$ cat src/rtl/cpu_sequencer.sv
// Multi-cycle control FSM for the RV32C datapath: owns pc/ir, sequences C.ADDI through FETCH/EXEC/WB.
// Optional macro SEQ_C_LI_EN additionally accepts C.LI as a legal encoding.
module cpu_sequencer #(
    parameter logic [31:0] RESET_PC = 32'd0,
    parameter int          RET_W    = 32
) (
    input  logic             clock,
    input  logic             reset,
    input  logic             run,
    input  logic             step_req,
    output logic             step_ack,
    input  logic             illegal_clr,
    output logic             halted,
    output logic             illegal,
    output logic [31:0]      pc,
    input  logic [15:0]      inst,
    output logic [4:0]       reg_sel,
    input  logic [31:0]      reg_rdata,
    output logic [31:0]      reg_wdata,
    output logic             reg_we,
    output logic [RET_W-1:0] retired
);

    typedef enum logic [1:0] {
        S_HALT  = 2'd0,
        S_FETCH = 2'd1,
        S_EXEC  = 2'd2,
        S_WB    = 2'd3
    } state_t;

    state_t             state_r;
    logic [31:0]        pc_r;
    logic [15:0]        ir_r;
    logic [31:0]        result_r;
    logic [RET_W-1:0]   retired_r;
    logic               illegal_r;
    logic               stepping_r;
    logic               step_prev_r;
    logic               step_ack_r;

    logic               step_edge_s;
    logic [31:0]        imm_s;
    logic [31:0]        exec_result_s;
    logic               legal_s;

    function automatic logic is_c_addi(input logic [15:0] ir);
        return (ir[1:0] == 2'b01) && (ir[15:13] == 3'b000);
    endfunction

    function automatic logic is_c_li(input logic [15:0] ir);
        return (ir[1:0] == 2'b01) && (ir[15:13] == 3'b010);
    endfunction

    assign step_edge_s = step_req & ~step_prev_r;
    assign imm_s       = {{27{ir_r[12]}}, ir_r[6:2]};

    // Decode legality and compute the value written back in WB.
    always_comb begin
        legal_s       = 1'b0;
        exec_result_s = 32'd0;
        if (is_c_addi(ir_r)) begin
            legal_s       = 1'b1;
            exec_result_s = reg_rdata + imm_s;
`ifdef SEQ_C_LI_EN
        end else if (is_c_li(ir_r)) begin
            legal_s       = 1'b1;
            exec_result_s = imm_s;
`endif
        end else begin
            legal_s       = 1'b0;
            exec_result_s = 32'd0;
        end
    end

    // Sequencer state, architectural registers and host-visible flags.
    always_ff @(posedge clock or negedge reset) begin
        if (!reset) begin
            state_r     <= S_HALT;
            pc_r        <= RESET_PC;
            ir_r        <= 16'd0;
            result_r    <= 32'd0;
            retired_r   <= '0;
            illegal_r   <= 1'b0;
            stepping_r  <= 1'b0;
            step_prev_r <= 1'b0;
            step_ack_r  <= 1'b0;
        end else begin
            step_prev_r <= step_req;
            step_ack_r  <= 1'b0;
            case (state_r)
                S_HALT: begin
                    if (illegal_clr) begin
                        illegal_r <= 1'b0;
                    end
                    // Exits are judged on the flag as it stood entering this cycle.
                    if (!illegal_r) begin
                        if (run) begin
                            state_r    <= S_FETCH;
                            stepping_r <= 1'b0;
                        end else if (step_edge_s) begin
                            state_r    <= S_FETCH;
                            stepping_r <= 1'b1;
                        end else begin
                            state_r <= S_HALT;
                        end
                    end else begin
                        state_r <= S_HALT;
                    end
                end
                S_FETCH: begin
                    ir_r    <= inst;
                    state_r <= S_EXEC;
                end
                S_EXEC: begin
                    if (legal_s) begin
                        result_r <= exec_result_s;
                        state_r  <= S_WB;
                    end else begin
                        // A faulting step ends here, so no ack will follow.
                        illegal_r  <= 1'b1;
                        stepping_r <= 1'b0;
                        state_r    <= S_HALT;
                    end
                end
                S_WB: begin
                    pc_r      <= pc_r + 32'd2;
                    retired_r <= retired_r + {{(RET_W-1){1'b0}}, 1'b1};
                    if (stepping_r) begin
                        stepping_r <= 1'b0;
                        step_ack_r <= 1'b1;
                        state_r    <= S_HALT;
                    end else if (run) begin
                        state_r <= S_FETCH;
                    end else begin
                        state_r <= S_HALT;
                    end
                end
                default: begin
                    state_r <= S_HALT;
                end
            endcase
        end
    end

    // State-decoded outputs; no combinational path from any input.
    always_comb begin
        halted  = (state_r == S_HALT);
        reg_we  = (state_r == S_WB) && (ir_r[11:7] != 5'd0);
        if ((state_r == S_EXEC) || (state_r == S_WB)) begin
            reg_sel = ir_r[11:7];
        end else begin
            reg_sel = 5'd0;
        end
    end

    assign pc        = pc_r;
    assign reg_wdata = result_r;
    assign retired   = retired_r;
    assign illegal   = illegal_r;
    assign step_ack  = step_ack_r;

endmodule

$ cat config.mk
export PLATFORM = sky130hd
export DESIGN_NAME = cpu_sequencer
export DESIGN_NICKNAME = d
export VERILOG_FILES = /design/src/rtl/cpu_sequencer.sv
export SDC_FILE = /design/constraint.sdc
export NUM_CORES = 1
export LEC_CHECK = 0
export ABC_AREA = 1
export CAP_MARGIN = 20
export CORE_MARGIN = 4
export CORE_UTILIZATION = 40
export DETAILED_ROUTE_END_ITERATION = 12
export HOLD_SLACK_MARGIN = 0.15
export PLACE_DENSITY = 0.76
export REMOVE_ABC_BUFFERS = 1
export SLEW_MARGIN = 20
export SYNTH_ARGS = -nofsm -noshare
export SYNTH_HDL_FRONTEND = slang
export SYNTH_SLANG_ARGS = --single-unit
$ cat constraint.sdc
create_clock -name clock -period 3.01 [get_ports clock]
set_clock_uncertainty 0.15 [all_clocks]
set_input_delay 0.602 -clock clock [delete_from_list [all_inputs] [get_ports clock]]
set_output_delay 0.602 -clock clock [all_outputs]
set_load 0.02 [all_outputs]
Yosys cells after proc, flatten, opt, wreduce, memory -nomap -nowiden

Index checks and enable logic that the tools add are counted.

Register bits after elaboration: 118
Bits of input ports: 53
Bits in writable memories: 0
Bits in latches: 0
Memory bits (read-only): 0
Memories kept: 0
Output and inout port bits: 105

Shift operators: 0
Reductions and logical operators: 11
$lt $le $gt $ge: 0
Div/mod/pow operators: 0
Multiply operators: 0
Bitwise gates (word level): 2
Multiplexer cells: 20
Equality and inequality tests: 8
Add/subtract/negate cells: 3

Operator list:

| kind                  | number |
|---|---|
| $add 32x1->32 const B | 1 |
| $add 32x2->32 const B | 1 |
| $add 32x32->32        | 1 |
| $mux 32               | 1 |
| $mux 1                | 13 |
| $pmux 2 s4            | 1 |
| $ne 2x2->1 const B    | 3 |
| $mux 5                | 1 |
| $reduce_bool 5->1     | 1 |
| $eq 2x1->1 const B    | 2 |
| $eq 2x2->1 const B    | 2 |
| $mux 2                | 2 |
| $reduce_and 4->1      | 1 |
| $logic_not 3->1       | 1 |
| $ne 3x2->1 const B    | 1 |
| $pmux 1 s3            | 1 |
| $reduce_and 3->1      | 1 |
| $reduce_bool 3->1     | 1 |
| $logic_and 1x1->1     | 2 |
| $logic_not 2->1       | 1 |
| $pmux 1 s2            | 1 |
| $reduce_and 2->1      | 1 |
| $reduce_bool 2->1     | 1 |
| $and 1x1->1           | 1 |
| 2 further kinds       | 2 |

Longest topological paths before layout

Depth in word-level cells: 6
Depth in mapped cells: 15
Depth with buffers taken out: 15

Least setup slack after synthesis

No wires, ideal clock.

Path kind: input -> register
From: input reg_rdata[0]
To: register result_r[30] (netlist: reg_wdata[30])
Path slack: 738 ps
Stages: 15
Setup time: 117 ps
Data required time: 2743 ps
Data arrival time: 2004 ps
Path through: ha_1 inv_1 fa_1 inv_1 nand3_1 nand3_1 nand2_1 nand2_1 nand2_1 nand2_1 nand2_1 nand2_1 nand2_1 nand3_1 nand2_1

Cells in the longest elaborated chain, start to end: 2

RTL lines:

| item                 | RTL line | source |
|---|---|---|
| start, declared      | 18       | `input logic [31:0] reg_rdata,` |
| $add 32x32->32       | 63       | `exec_result_s = reg_rdata + imm_s;` |
| $mux 32              | 61       | `if (is_c_addi(ir_r)) begin` |
| end signal, assigned | 116      | `result_r <= exec_result_s;` |
| end, declared        | 34       | `logic [31:0] result_r;` |

Every way passes these cells.
A chain may end at the register's enable or synchronous reset.

Final worst setup path

From: register ir_r[10]
To: output reg_we

Cells in the longest elaborated chain, start to end: 2

RTL lines:

| item                   | RTL line | source |
|---|---|---|
| start, declared        | 33       | `logic [15:0] ir_r;` |
| start signal, assigned | 111      | `ir_r <= inst;` |
| $reduce_bool 5->1      | 148      | `reg_we = (state_r == S_WB) && (ir_r[11:7] != 5'd0);` |
| $logic_and 1x1->1      | 148      |  |
| end, declared          | 20       | `output logic reg_we,` |

Every way passes these cells.

==> metrics.md <==
| Metric | Value |
|---|---|
| Number of global-route vias before repair | 6,997 |
| Synth-to-layout area growth | 33.0% |
| Root buffer cell | clkbuf_16 |
| Commonest non-fill, non-tap cell in the layout | nand2_1 |
| First DRT Iteration DRCs | 350 |
| Crit end category | output port |
| Lkg Pwr | 4.89 nW |
| Crit path kind | register to output port |
| Gr usage total | 0.195 |
| Final ANT Viol Nets | 0 |
| Synth Area in Adders | 0.0573 |
| Startpoint Class | register |
| Mux share of post-synthesis cell area | 0.0194 |
| Gate Count Post-Synth | 1,008 |
| Die height | 145 µm |
| Post-synthesis simple-gate area fraction | 0.311 |
| IO Count | 158 |
| Crit share post-route | 0.941 |
| Main combinational cell family by area after synthesis | simple AND/OR/NAND/NOR gates |
| Cell taking the most area after synthesis | dfrtp_1 |
| Pwr Total | 8.41 mW |
| Synthesized area per cell | 7.50 µm² |
| Area of the mapped netlist | 7560 µm² |
| Port bufs | 156 |
| Nets@finish | 1,268 |
| Post-Route WL | 20,500 µm |
| Outcome | finished clean |
| RePlAce Congestion | 0.956 |
| Max Clk Rate | 353 MHz |
| Diode count | 0 |
| Post-synthesis sequential area ratio | 0.387 |
| Sink Count | 117 |
| Final Hold Viols | 0 |
| Max-slew violations | 0 |
| RSZ-0062 raised after global routing | no |
| DR pass1 iterations | 5 |
| Cell Pwr Density | 837 nW/µm² |
| Setup TNS | 0 ns |
| Final min period | 2.83 ns |
| Initial antenna violation count | 0 |
| Htree depth | 4 |
| CTS clock-pin slew for the worst setup and hold paths | 0.06 ns |
| First-pass GRT wire length | 33,800 µm |
| Critical Path AT | 2.08 ns |
| Clk buf depth | 2 |
| FF/Latch Area | 2930 µm² |
| Initial Util | 0.405 |
| Worst IR Drop VDD | 601 µV |
| CTS tree | done |
| Commonest non-fill, non-tap cells in the layout | nand2_1, clkdlybuf4s50_1, inv_1 |
| Die area | 21,200 µm² |
| Synth Area in Compound Gates | 0.0538 |
| Synthesis-stage register bit count | 117 |
| Synth top area cells | dfrtp_1, nand2_1, inv_1, ha_1, nor2_1 |
| Clock Latency Late Sink | 0.43 ns |
| Synth Warn # | 0 |
| GRT overflow | 0 |
| Final Setup Violations | 0 |
| Vias per cell | 4.94 |
| Post-synthesis xor/xnor area fraction | 0.0892 |
| CTS buffer count | 17 |
| CP Max Fanout | 3 |
| Core area | 18,600 µm² |
| DP HPWL | 16,000 µm |
| Area used by multi-input combinational logic | 4020 µm² |
| Synth cell types | 43 |
| Largest net degree at the start of global routing | 47 |
| Worst Tran Pin Value | 0.831 ns |
| Post-CTS setup buffer count | 0 |
| Layout fillers | 1,755 |
| WL/cell | 14.4 µm |
| DR DRC count | 0 |
| Share of cells above drive strength 1 | 0.0687 |
| Max-cap violations | 0 |
| Min-Delay Path Class | register to register |
| CP Data Required Time | 2.26 ns |
| Share of the synthesized area in the top cell type | 0.387 |
| Vias | 7,050 |
| Die Wd | 145 µm |
| # rows | 50 |
| Relative slew slack | 0.445 |
registers in the layout, indices dropped and copies added (netlist names):
name,cells
illegal,1
ir_r,16
pc,31
reg_wdata,32
retired,32
state_r,2
step_ack,1
step_prev_r,1
stepping_r,1
kinds of logic after synthesis:
kind of cell | Yosys count
AOI/OAI and AO/OA | 75
xor gates and xnor gates | 77
adders and majority gates | 34
buffers and inverters | 159
DFF | 117
muxes | 13
other | 1
and+or+nand+nor | 532
through the flow:
| stage | area (µm²) | std cells | setup slack (ns) | hold WS [ns] | utilization |
|---|---|---|---|---|---|
| 3_3_place_gp | 9440 | 1395 | 0.138 | 0.315 | 0.507 |
| 5_1_grt | 10100 | 1428 | 0.0567 | 0.370 | 0.539 |
| 6_report | 10100 | 1428 | 0.176 | 0.329 | 0.539 |
| 3_5_place_dp | 9440 | 1395 | 0.0801 | 0.318 | 0.507 |
| 2_1_floorplan | 7500 | 996 | 0.661 | 0.156 | - |
| 4_1_cts | 10100 | 1428 | 0.169 | 0.334 | 0.539 |
critical path, cell delays in order, from the launching register on:
cell             delay, ns
dfrtp_1               0.38
or4_1                 0.53
o21ai_0               0.16
inv_1                 0.05
clkdlybuf4s50_1       0.54
where the power goes:
group,internal (mW),switching [mW],leakage (nW)
combinational,1.69,2.40,3.16
clock,1.24,0.820,0.288
sequential,1.92,0.334,1.44
total,4.85,3.55,4.89
per-layer routing:
metal,global-route usage,vias to the layer above,part of all wire
met3,0.0467,32,0.058
met4,0.0594,0,0.017
met5,0,-,0
li1,-,3534,-
met1,0.238,3273,0.44
met2,0.342,211,0.49
final cells by class:
| cell class | count | share of cell area |
|---|---|---|
| clock buffers | 17 | 0.0423 |
| clock inverters | 15 | 0.0172 |
| inverters | 147 | 0.0550 |
| multi-input cells | 732 | 0.400 |
| flip-flops and latches | 117 | 0.291 |
| well taps | 234 | 0.0291 |
| repair buffers | 166 | 0.165 |
synth_stat cells (all sizes together):
cell type  instances
xor2              45
o21a               1
nand2            295
o21ai             12
ha                33
o31ai              1
nand4             27
a21boi             1
dfrtp            117
or4                1
inv              145
fa                 1
nor3              30
a21o               1
a21oi             50
nand3             45
nand3b             8
nor2             121
nor4               1
nor3b              1
clkbuf             3
and2               2
buf                9
clkinv             2
a31oi              1
conb               1
and3               1
o21bai             8
xnor2             32
mux2              13
path summary, 6_finish.rpt:
check                             start            end  slack (ns)  depth (start not counted)
min in group asynchronous         reset         pc[16]        0.51                          2
hold reg to reg            reg_wdata[0]   reg_wdata[0]        0.33                          2
hold / removal             reg_wdata[0]   reg_wdata[0]        0.33                          2
setup / recovery               ir_r[10]         reg_we        0.18                          4
setup reg to reg               ir_r[12]  reg_wdata[25]        0.30                         10
max in group asynchronous         reset  reg_wdata[22]        1.31                          3
timing repair:
action	in CTS	in global routing
hold endpoints to repair	31	0
setup endpoints to repair	0	0
gates resized for setup	0	0
hold buffers	1	0
No activity file was read; power rests on OpenSTA's default activity.
